**config.mk**
```make
export PLATFORM = sky130hd
export DESIGN_NAME = pix_run_scheduler
export DESIGN_NICKNAME = d
export VERILOG_FILES = /design/src/rtl/pix_run_scheduler.sv
export SDC_FILE = /design/constraint.sdc
export NUM_CORES = 1
export LEC_CHECK = 0
export BUFFER_PORTS_ARGS = -buffer_cell sky130_fd_sc_hd__buf_2
export CAP_MARGIN = 20
export CORE_ASPECT_RATIO = 1.5
export CORE_UTILIZATION = 55
export CTS_CLUSTER_SIZE = 10
export DETAILED_ROUTE_END_ITERATION = 8
export HOLD_SLACK_MARGIN = 0.15
export PLACE_DENSITY = 0.84
export SETUP_SLACK_MARGIN = 0.5
export SLEW_MARGIN = 15
export SYNTH_ARGS = -nofsm -noshare
export SYNTH_HDL_FRONTEND = slang
export SYNTH_SLANG_ARGS = --single-unit
```
**constraint.sdc**
```tcl
create_clock -name clk -period 4.92 [get_ports clk]
set_input_delay 0.492 -clock clk [delete_from_list [all_inputs] [get_ports clk]]
set_output_delay 0.492 -clock clk [all_outputs]
set_load 0.02 [all_outputs]
```
**src/rtl/pix_run_scheduler.sv**
```systemverilog
// Run scheduler for the PIX test-structure sequencer: accepts external or
// software triggers, applies a trigger delay and generates internal run bursts.
module pix_run_scheduler #(
  parameter int DELAY_W       = 10,
  parameter int CNT_W         = 16,
  parameter int START_TIMEOUT = 4
) (
  input  logic               clk,
  input  logic               reset,
  input  logic               enable,
  input  logic               mode,
  input  logic               start,
  input  logic               ext_trigger_n,
  input  logic [DELAY_W-1:0] trigger_delay,
  input  logic [CNT_W-1:0]   burst_count,
  input  logic [CNT_W-1:0]   burst_period,
  input  logic               clear_counters,
  input  logic               seq_ready,
  output logic               run_sequencer,
  output logic               busy,
  output logic               burst_done,
  output logic [CNT_W-1:0]   run_count,
  output logic [CNT_W-1:0]   missed_count
);

  localparam logic [2:0] S_IDLE       = 3'd0;
  localparam logic [2:0] S_DELAY      = 3'd1;
  localparam logic [2:0] S_FIRE       = 3'd2;
  localparam logic [2:0] S_WAIT_START = 3'd3;
  localparam logic [2:0] S_WAIT_DONE  = 3'd4;
  localparam logic [2:0] S_PERIOD     = 3'd5;

  localparam int TW = $clog2(START_TIMEOUT + 1);
  localparam logic [TW-1:0] TO_LAST = TW'(START_TIMEOUT - 1);

  // Handshake: run_sequencer is a one-cycle request to the sequencer; the
  // sequencer acknowledges by dropping seq_ready and completes by raising it.

  logic [2:0]         state;
  logic [2:0]         next_state;
  logic               sync1;
  logic               sync2;
  logic               sync3;
  logic               ext_fall;
  logic [DELAY_W-1:0] dcnt;
  logic [CNT_W-1:0]   pcnt;
  logic [CNT_W-1:0]   rem;
  logic [CNT_W-1:0]   lat_count;
  logic [CNT_W-1:0]   lat_period;
  logic               lat_mode;
  logic [TW-1:0]      tcnt;

  logic               idle;
  logic               trig_m0;
  logic               trig_m1;
  logic               accept;
  logic               miss;
  logic               burst_last;
  logic [CNT_W-1:0]   per_src;
  logic [CNT_W-1:0]   per_load;

  // Synchronizer flops reset high so leaving reset never looks like an edge.
  always_ff @(posedge clk) begin
    if (reset) begin
      sync1    <= 1'b1;
      sync2    <= 1'b1;
      sync3    <= 1'b1;
      ext_fall <= 1'b0;
    end else begin
      sync1    <= ext_trigger_n;
      sync2    <= sync1;
      sync3    <= sync2;
      ext_fall <= sync3 & ~sync2;
    end
  end

  assign idle       = (state == S_IDLE);
  assign trig_m0    = ~mode & (ext_fall | start);
  assign trig_m1    = mode & start;
  assign accept     = idle & enable & seq_ready & (trig_m0 | trig_m1);
  assign miss       = (~idle & trig_m0) |
                      (idle & enable & ~seq_ready & (trig_m0 | trig_m1));
  assign burst_last = lat_mode & (lat_count != '0) & (rem == '0);

  // A zero-delay accept goes straight to FIRE, before the period is latched.
  assign per_src  = idle ? burst_period : lat_period;
  assign per_load = (per_src == '0) ? '0 : per_src - CNT_W'(1);

  always_comb begin
    next_state = state;
    case (state)
      S_IDLE: begin
        if (accept) next_state = (trigger_delay == '0) ? S_FIRE : S_DELAY;
      end
      S_DELAY: begin
        if (!enable)                        next_state = S_IDLE;
        else if (dcnt <= DELAY_W'(1))       next_state = S_FIRE;
      end
      S_FIRE: next_state = S_WAIT_START;
      S_WAIT_START: begin
        if (!seq_ready || tcnt == TO_LAST)  next_state = S_WAIT_DONE;
      end
      S_WAIT_DONE: begin
        if (seq_ready) begin
          if (!lat_mode || burst_last || !enable) next_state = S_IDLE;
          else                                    next_state = S_PERIOD;
        end
      end
      S_PERIOD: begin
        if (!enable)                        next_state = S_IDLE;
        else if (pcnt == '0 && seq_ready)   next_state = S_FIRE;
      end
      default: next_state = S_IDLE;
    endcase
  end

  always_ff @(posedge clk) begin
    if (reset) begin
      state      <= S_IDLE;
      busy       <= 1'b0;
      burst_done <= 1'b0;
    end else begin
      state      <= next_state;
      busy       <= (next_state != S_IDLE);
      burst_done <= (state == S_WAIT_DONE) & seq_ready & burst_last;
    end
  end

  always_ff @(posedge clk) begin
    if (reset) begin
      dcnt       <= '0;
      pcnt       <= '0;
      rem        <= '0;
      lat_count  <= '0;
      lat_period <= '0;
      lat_mode   <= 1'b0;
      tcnt       <= '0;
    end else begin
      if (accept) begin
        dcnt       <= trigger_delay;
        lat_mode   <= mode;
        lat_count  <= burst_count;
        lat_period <= burst_period;
        rem        <= burst_count;
      end else if (state == S_DELAY && dcnt != '0) begin
        dcnt <= dcnt - DELAY_W'(1);
      end

      // The period runs from the fire cycle, so a long run absorbs it.
      if (next_state == S_FIRE)  pcnt <= per_load;
      else if (pcnt != '0)       pcnt <= pcnt - CNT_W'(1);

      if (state == S_FIRE && lat_count != '0 && rem != '0)
        rem <= rem - CNT_W'(1);

      if (state == S_WAIT_START) tcnt <= tcnt + TW'(1);
      else                       tcnt <= '0;
    end
  end

  assign run_sequencer = (state == S_FIRE);

  // Status counters saturate; a clear wins over a same-cycle increment.
  always_ff @(posedge clk) begin
    if (reset || clear_counters) begin
      run_count    <= '0;
      missed_count <= '0;
    end else begin
      if (state == S_FIRE && run_count != '1)  run_count    <= run_count + CNT_W'(1);
      if (miss && missed_count != '1)          missed_count <= missed_count + CNT_W'(1);
    end
  end

endmodule

```
==> summary.txt, run 1 <==
Place
  – Final weighted congestion in routability-driven placement: 0.883
  – Port-buffer cells: 84
  – Cell area reported after detailed placement: 6920 um^2
  – Placed wire-length estimate after detailed placement: 11500 um
  – Post-Place Cells: 1002

STA
  – Max Clock Skew: 0.00767 ns
  – Slew at the pin closest to its max-slew limit: 1.09 ns
  – Rel. slew slack: 26.8%
  – Top achievable clock speed: 263 MHz
  – Setup repair after global routing missed its margin: no
  – Final Max Slew Viols: 0
  – Final Hold Violating Endpoints: 0
  – Total negative slack for setup checks: 0 ns
  – Final count of negative-setup-slack endpoints: 0
  – Fin crit period: 3.80 ns
  – Final Hold Slack: 0.297 ns
  – Portion of the clock cycle consumed by the worst path in the final layout: 77.2%

Pwr
  – Cell Int Power: 0.00223 W
  – Relative contribution of sequential cells to total power: 35.3%
  – Combinational cell fraction of total power: 23.3%
  – Clock network power share: 41.4%
  – Switching power: 0.000989 W
  – Switching portion of total power: 30.7%
  – Power per standard cell area: 426 nW/um^2
  – Maximum vdd ir drop: 0.000269 V
  – LEAKAGE: 2.85 nW
  – Final Total Pwr: 0.00322 W

Setup path
  – Crit start category: flip-flop
  – Series of cell instances along the critical path: or3_1 -> buf_4 -> mux2i_1 -> ha_1 -> or4b_2 -> mux2_2 -> a211oi_1 -> inv_1 -> nand4_1 -> a21oi_1
  – Delay-heaviest family, CP: simple AND/OR/NAND/NOR gates
  – Endpoint class of the critical path: flip-flop
  – Library cell contributing the largest single delay on the critical path: sky130_fd_sc_hd__or4b_2
  – Delay of the slowest critical-path stage: 0.65 ns
  – Crit path arrival time: 4.06 ns
  – Highest fanout seen on the critical path: 23
  – Crit Path Category: reg2reg
  – Buffer and inverter count on the worst path: 2
  – Required time of the critical path: 5.18 ns

CTS
  – Latest clock arrival within the worst-skew pair: 0.42 ns
  – CTS Buffer Depth: 2
  – Hold-fix buffers at CTS: 0
  – Num Clock Sinks: 119
  – Count of buffers added by post-CTS timing repair for setup: 0
  – TritonCTS clock tree: yes
  – Total number of H-tree levels: 4
  – Clock edge transition at the registers on the reported setup and hold paths: 0.06 ns
  – CTS Root Cell: sky130_fd_sc_hd__clkbuf_16
  – Number of CTS-inserted buffers: 17
  – Quantity of gates resized following cts: 0

Global routing
  – Met2 capacity usage during global routing: 51.4%
  – Antenna violations before repair: 0
  – Global-route wire length before repair: 28100 um
  – Highest-utilization routing layer at the global route stage: met2
  – Total congestion overflow: 0
  – Via count of the first global-routing pass: 6026
  – GRT Util Overall: 28.5%
  – Met1 layer usage reported by global route: 31.7%
  – Maximum number of pins on one net before global-route repair: 70
  – Global Route met3 Usage: 4.88%

Cells and area
  – Area growth from synthesis to layout: 18.1%
  – Filler cells: 920
  – Number of nets at the end of the flow: 936
  – Area used by sequential logic in the layout: 2380 um^2
  – Layout Cells excl Fill: 1033
  – Number of diodes added for antenna fixing: 0
  – Layout Cell Area excl Fill: 7560 um^2
  – Footprint of the multi-input gates: 3820 um^2
  – Share of cells above drive strength 1: 16.1%

Synthesis
  – Syn nets: 866
  – Warnings from Yosys: 0
  – Synth Cell Area: 6400 um^2
  – EDFF count, synth: 0
  – Most frequently used cell type in the post-synthesis netlist: sky130_fd_sc_hd__dfxtp_1
  – Post-synthesis average cell area: 7.96 um^2
  – Post-synth top cells: sky130_fd_sc_hd__dfxtp_1, sky130_fd_sc_hd__nand2_1, sky130_fd_sc_hd__nor2_1
  – Dominant cell type by area after synthesis: sky130_fd_sc_hd__dfxtp_1
  – Synth Instances: 804
  – Sequential-to-total area share from yosys stat: 37.2%
  – Post-synthesis sequential element count: 119
  – Synth top area share: 37.2%
  – Main synth FF type: sky130_fd_sc_hd__dfxtp_1
  – Cell types occupying the most area after synthesis: sky130_fd_sc_hd__dfxtp_1, sky130_fd_sc_hd__nand2_1, sky130_fd_sc_hd__a21oi_1, sky130_fd_sc_hd__nor2_1, sky130_fd_sc_hd__xnor2_1
  – Share of synthesized flip-flops with an asynchronous set or reset: 0%
  – Netlist cell types: 61

Die
  – Die Ht: 134 um
  – Chip width: 90.1 um
  – Row count: 47
  – Die area: 12100 um^2
  – Standard cell core area: 11200 um^2
  – Starting utilization of the core area: 57.3%
  – Total I/O pin count: 85

Worst hold path
  – Path type of the worst min-delay path: in2reg

Status
  – Run status: finished clean

Detailed routing
  – Number of violations reported at the end of detailed-routing iteration 0: 337
  – Via Count: 6334
  – DRC violations left: 0
  – Detail-routed via count per cell: 6.13
  – Final ANT Viol Nets: 0
  – Average wire length per cell after detail routing: 16.5 um
  – Final wirelength: 17100 um
  – Router iterations before antenna repair: 5

Run
  – Maxcap violations: 0
[cells by family (layout without fill, tap and decap cells)]
kind of cell,count (synthesis),count (layout),share of synthesized area [%]
and+or+nand+nor,379,379,30.3
AOI/OAI and AO/OA,158,158,15.3
DFF,119,119,37.2
buffers and inverters,57,139,3.40
xor gates and xnor gates,54,54,7.39
muxes,25,25,4.01
adders and majority gates,12,12,2.35
[routing by layer]
metal  vias up  share of wire (%)
met1      2983                 40
met5         -                  0
met2       236                 51
met4         0                3.9
li1       3056                  -
met3        59                5.2
[worst register-to-register path, cell delays in order (launching register included)]
cell and delay, ns:
sky130_fd_sc_hd__dfxtp_1 0.55, sky130_fd_sc_hd__or3_1 0.17, sky130_fd_sc_hd__buf_4 0.30, sky130_fd_sc_hd__mux2i_1 0.29, sky130_fd_sc_hd__ha_1 0.27, sky130_fd_sc_hd__or4b_2 0.65
sky130_fd_sc_hd__mux2_2 0.34, sky130_fd_sc_hd__a211oi_1 0.51, sky130_fd_sc_hd__inv_1 0.30, sky130_fd_sc_hd__nand4_1 0.19, sky130_fd_sc_hd__a21oi_1 0.08
[worst paths after layout]
kind | from | to | slack (ns) | cells after the start
max | state[0]$_SDFF_PP0_ | pcnt[12]$_SDFFE_PP0P_ | 1.12 | 10
max reg2reg | state[0]$_SDFF_PP0_ | pcnt[12]$_SDFFE_PP0P_ | 1.12 | 10
min reg2reg | sync3$_SDFF_PP1_ | ext_fall$_SDFF_PP0_ | 0.42 | 2
min | ext_trigger_n | sync1$_SDFF_PP1_ | 0.30 | 2
[through the flow]
stage,setup WS [ns],util (%)
3_5_place_dp,1.25,62.0
6_report,1.12,67.7
4_1_cts,1.22,67.6
5_1_grt,1.03,67.7
3_3_place_gp,1.36,62.0
2_1_floorplan,1.01,-
[cell usage in the layout (no fill, tap or decap), types with 9 or more instances in the layout]
cell / count
sky130_fd_sc_hd__a21oi_1: 71
sky130_fd_sc_hd__a31oi_1: 17
sky130_fd_sc_hd__buf_2: 84
sky130_fd_sc_hd__clkbuf_16: 17
sky130_fd_sc_hd__dfxtp_1: 119
sky130_fd_sc_hd__ha_1: 12
sky130_fd_sc_hd__inv_1: 16
sky130_fd_sc_hd__mux2i_1: 20
sky130_fd_sc_hd__nand2_1: 104
sky130_fd_sc_hd__nand3_1: 22
sky130_fd_sc_hd__nand4_1: 29
sky130_fd_sc_hd__nor2_1: 90
sky130_fd_sc_hd__nor3_1: 30
sky130_fd_sc_hd__nor4_1: 18
sky130_fd_sc_hd__o21ai_0: 24
sky130_fd_sc_hd__or3_1: 11
sky130_fd_sc_hd__or4_1: 9
sky130_fd_sc_hd__xnor2_1: 27
sky130_fd_sc_hd__xor2_1: 27
[cell type report]
| type | count | area share, % |
|---|---|---|
| clock inverters | 11 | 2.28 |
| inverters | 16 | 0.794 |
| repair buffers | 92 | 6.36 |
| clock buffers | 20 | 6.04 |
| flip-flops and latches | 119 | 31.5 |
| well taps | 147 | 2.43 |
| multi-input cells | 628 | 50.6 |
[power groups by stage]
stage          sequential [W]  clock, W  combinational (W)
6_report              0.00114   0.00133           0.000751
5_1_grt               0.00115   0.00138           0.000833
4_1_cts               0.00113   0.00133           0.000739
3_5_place_dp          0.00115         0           0.000731
3_3_place_gp          0.00115         0           0.000722
2_1_floorplan         0.00113         0           0.000573
[flip-flops by register name, indices dropped and copies added (netlist names)]
signal / count
run_count: 16
sync2: 1
rem: 16
state: 3
tcnt: 3
lat_period: 16
lat_mode: 1
sync3: 1
lat_count: 16
pcnt: 16
dcnt: 10
busy: 1
ext_fall: 1
sync1: 1
missed_count: 16
burst_done: 1
(Power assumes the default switching activity.)
==> run 2: changes to the inputs <==
Clock period 4.92 ns to 3.7 ns, I/O delays scaled along.
==> run 2 against run 1 <==
Clock skew barely moved. Non-clock buffer count rose by 5. Clock power rose by 18%. Register-to-register slack got worse by 0.46 ns. Largest cell class unchanged. Combinational power rose by 36%. Design area rose by 0.60%. Sequential share of layout area fell by 0.15 points. Highest routed layer unchanged. Flip-flop and latch count did not move. Critical path type unchanged. Setup slack got worse by 0.46 ns. Routed wire length fell by 3.3%. Global-route usage fell by 0.60 points.
==> summary.txt, run 2 (same netlist as run 1, synthesis figures left out) <==
Global routing
  – Via count of the first global-routing pass: 5963
  – Global-route wire length before repair: 27700 um
  – Total congestion overflow: 0
  – GRT Util Overall: 27.9%
  – Antenna violations before repair: 0
  – Maximum number of pins on one net before global-route repair: 87

Pwr
  – Switching power: 0.00130 W
  – Switching portion of total power: 31.8%
  – Final Total Pwr: 0.00410 W
  – Relative contribution of sequential cells to total power: 36.9%
  – LEAKAGE: 2.87 nW
  – Combinational cell fraction of total power: 24.8%
  – Cell Int Power: 0.00279 W
  – Clock network power share: 38.3%
  – Maximum vdd ir drop: 0.000392 V
  – Power per standard cell area: 539 nW/um^2

Setup path
  – Delay-heaviest family, CP: simple AND/OR/NAND/NOR gates
  – Worst r2r path cells: 9
  – Crit Path Category: reg2reg
  – Required time of the critical path: 3.95 ns
  – Setup slack on the worst flop-to-flop path: 0.66 ns
  – Library cell contributing the largest single delay on the critical path: sky130_fd_sc_hd__or4b_4
  – Series of cell instances along the critical path: or3_4 -> mux2i_1 -> ha_2 -> or4b_4 -> mux2_4 -> a211oi_4 -> and4b_1 -> o211ai_1 -> a21oi_1
  – Crit start category: flip-flop
  – Number of cells on the critical path: 9
  – Delay of the slowest critical-path stage: 0.48 ns
  – Crit path arrival time: 3.29 ns
  – Buffer and inverter count on the worst path: 0
  – Highest fanout seen on the critical path: 10
  – Endpoint class of the critical path: flip-flop

Worst hold path
  – Path type of the worst min-delay path: in2reg
  – Hold path depth: 3

CTS
  – Number of CTS-inserted buffers: 17
  – CTS Buffer Depth: 2
  – CTS Root Cell: sky130_fd_sc_hd__clkbuf_16
  – Total number of H-tree levels: 4
  – Latest clock arrival within the worst-skew pair: 0.42 ns
  – TritonCTS clock tree: yes
  – Num Clock Sinks: 119
  – Clock edge transition at the registers on the reported setup and hold paths: 0.05 ns

STA
  – Setup repair after global routing missed its margin: no
  – Total negative slack for setup checks: 0 ns
  – Final count of negative-setup-slack endpoints: 0
  – Top achievable clock speed: 329 MHz
  – Final Max Slew Viols: 0
  – Final Hold Violating Endpoints: 0
  – Portion of the clock cycle consumed by the worst path in the final layout: 82.1%
  – Rel. slew slack: 32.6%
  – Fin crit period: 3.04 ns
  – Slew at the pin closest to its max-slew limit: 1.01 ns
  – Max Clock Skew: 0.00769 ns

Cells and area
  – Commonest non-fill, non-tap cells in the layout: sky130_fd_sc_hd__dfxtp_1, sky130_fd_sc_hd__nand2_1, sky130_fd_sc_hd__nor2_1, sky130_fd_sc_hd__buf_2, sky130_fd_sc_hd__a21oi_1
  – Number of diodes added for antenna fixing: 0
  – Core Util, Final: 68.1%
  – Share of cells above drive strength 1: 17.4%
  – Number of nets at the end of the flow: 941
  – Area growth from synthesis to layout: 18.9%
  – Commonest non-fill, non-tap cell in the layout: sky130_fd_sc_hd__dfxtp_1

Detailed routing
  – Detail-routed via count per cell: 6.10
  – Average wire length per cell after detail routing: 15.9 um
  – Number of violations reported at the end of detailed-routing iteration 0: 367
  – DRC violations left: 0
  – Via Count: 6333
  – Final wirelength: 16500 um
  – Router iterations before antenna repair: 7
  – Final ANT Viol Nets: 0

Die
  – Standard cell core area: 11200 um^2
  – Die Ht: 134 um
  – Chip width: 90.1 um
  – Row count: 47
  – Total I/O pin count: 85
  – Starting utilization of the core area: 57.3%
  – Die area: 12100 um^2

Run
  – Maxcap violations: 0

Status
  – Run status: finished clean

Place
  – Placed wire-length estimate after detailed placement: 11400 um
  – Final weighted congestion in routability-driven placement: 0.936
  – Port-buffer cells: 84
[run 2: changes by cell type in the layout (fill, tap and decap cells not counted), sizes merged]
cell,before,now
clkbuf,20,22
bufinv,4,1
dlygate4sd3,0,1
clkinvlp,1,4
buf,92,95
[run 2: worst paths after layout]
path                       startpoint                   endpoint
setup reg to reg  state[1]$_SDFF_PP0_      pcnt[13]$_SDFFE_PP0P_
hold reg to reg      sync1$_SDFF_PP1_           sync2$_SDFF_PP1_
hold / removal         burst_count[9]  lat_count[9]$_SDFFE_PP0N_
setup / recovery  state[1]$_SDFF_PP0_      pcnt[13]$_SDFFE_PP0P_
[run 2: final cells by class]
type | instances | area, um^2
Clock buffer | 21 | 470
Multi-Input combinational cell | 628 | 3890
Fill cell | 927 | 3570
Tap cell | 147 | 184
Clock inverter | 11 | 97.6
Inverter | 16 | 60.1
Sequential cell | 119 | 2380
Timing Repair Buffer | 97 | 518
[run 2: metrics by stage]
stage	std cells	hold slack (ns)	area, um^2	worst slack, ns
4_1_cts	1038	0.205	7580	0.545
6_report	1039	0.207	7600	0.662
3_3_place_gp	1005	0.397	7000	0.704
2_1_floorplan	804	0.389	6480	0.487
3_5_place_dp	1005	0.395	7000	0.549
5_1_grt	1039	0.226	7600	0.547
[run 2: worst reg2reg max path: cells and delay by family (launching register included)]
kind,cells,cell delay [ns]
multiplexers,2,0.54
AO/OA/AOI/OAI,3,0.57
AND/OR/NAND/NOR,3,1.17
flip-flops,1,0.37
adder cells (fa/ha/maj),1,0.24
[run 2: what timing repair did]
| action | CTS | global route |
|---|---|---|
| hold buffers | 1 | 0 |
| resized for setup | 0 | 5 |
| setup endpoints to repair | 0 | 10 |
| buffers inserted | 0 | 0 |
| hold endpoints to repair | 1 | 0 |
[run 2: power by group through the flow]
| stage | logic [W] | clock network, W | registers, W |
|---|---|---|---|
| CTS | 0.00100 | 0.00157 | 0.00151 |
| floorplan | 0.000775 | 0 | 0.00150 |
| global route | 0.00112 | 0.00164 | 0.00153 |
| global placement | 0.000981 | 0 | 0.00153 |
| finish | 0.00102 | 0.00157 | 0.00151 |
| detailed placement | 0.000991 | 0 | 0.00153 |
[run 2: layer usage]
metal	routed length, um	vias to the layer above	track usage, %
met5	0	-	0
li1	-	3066	-
met1	6530	2975	31.9
met2	8290	235	47.9
met3	962	57	6.35
met4	714	0	15.7
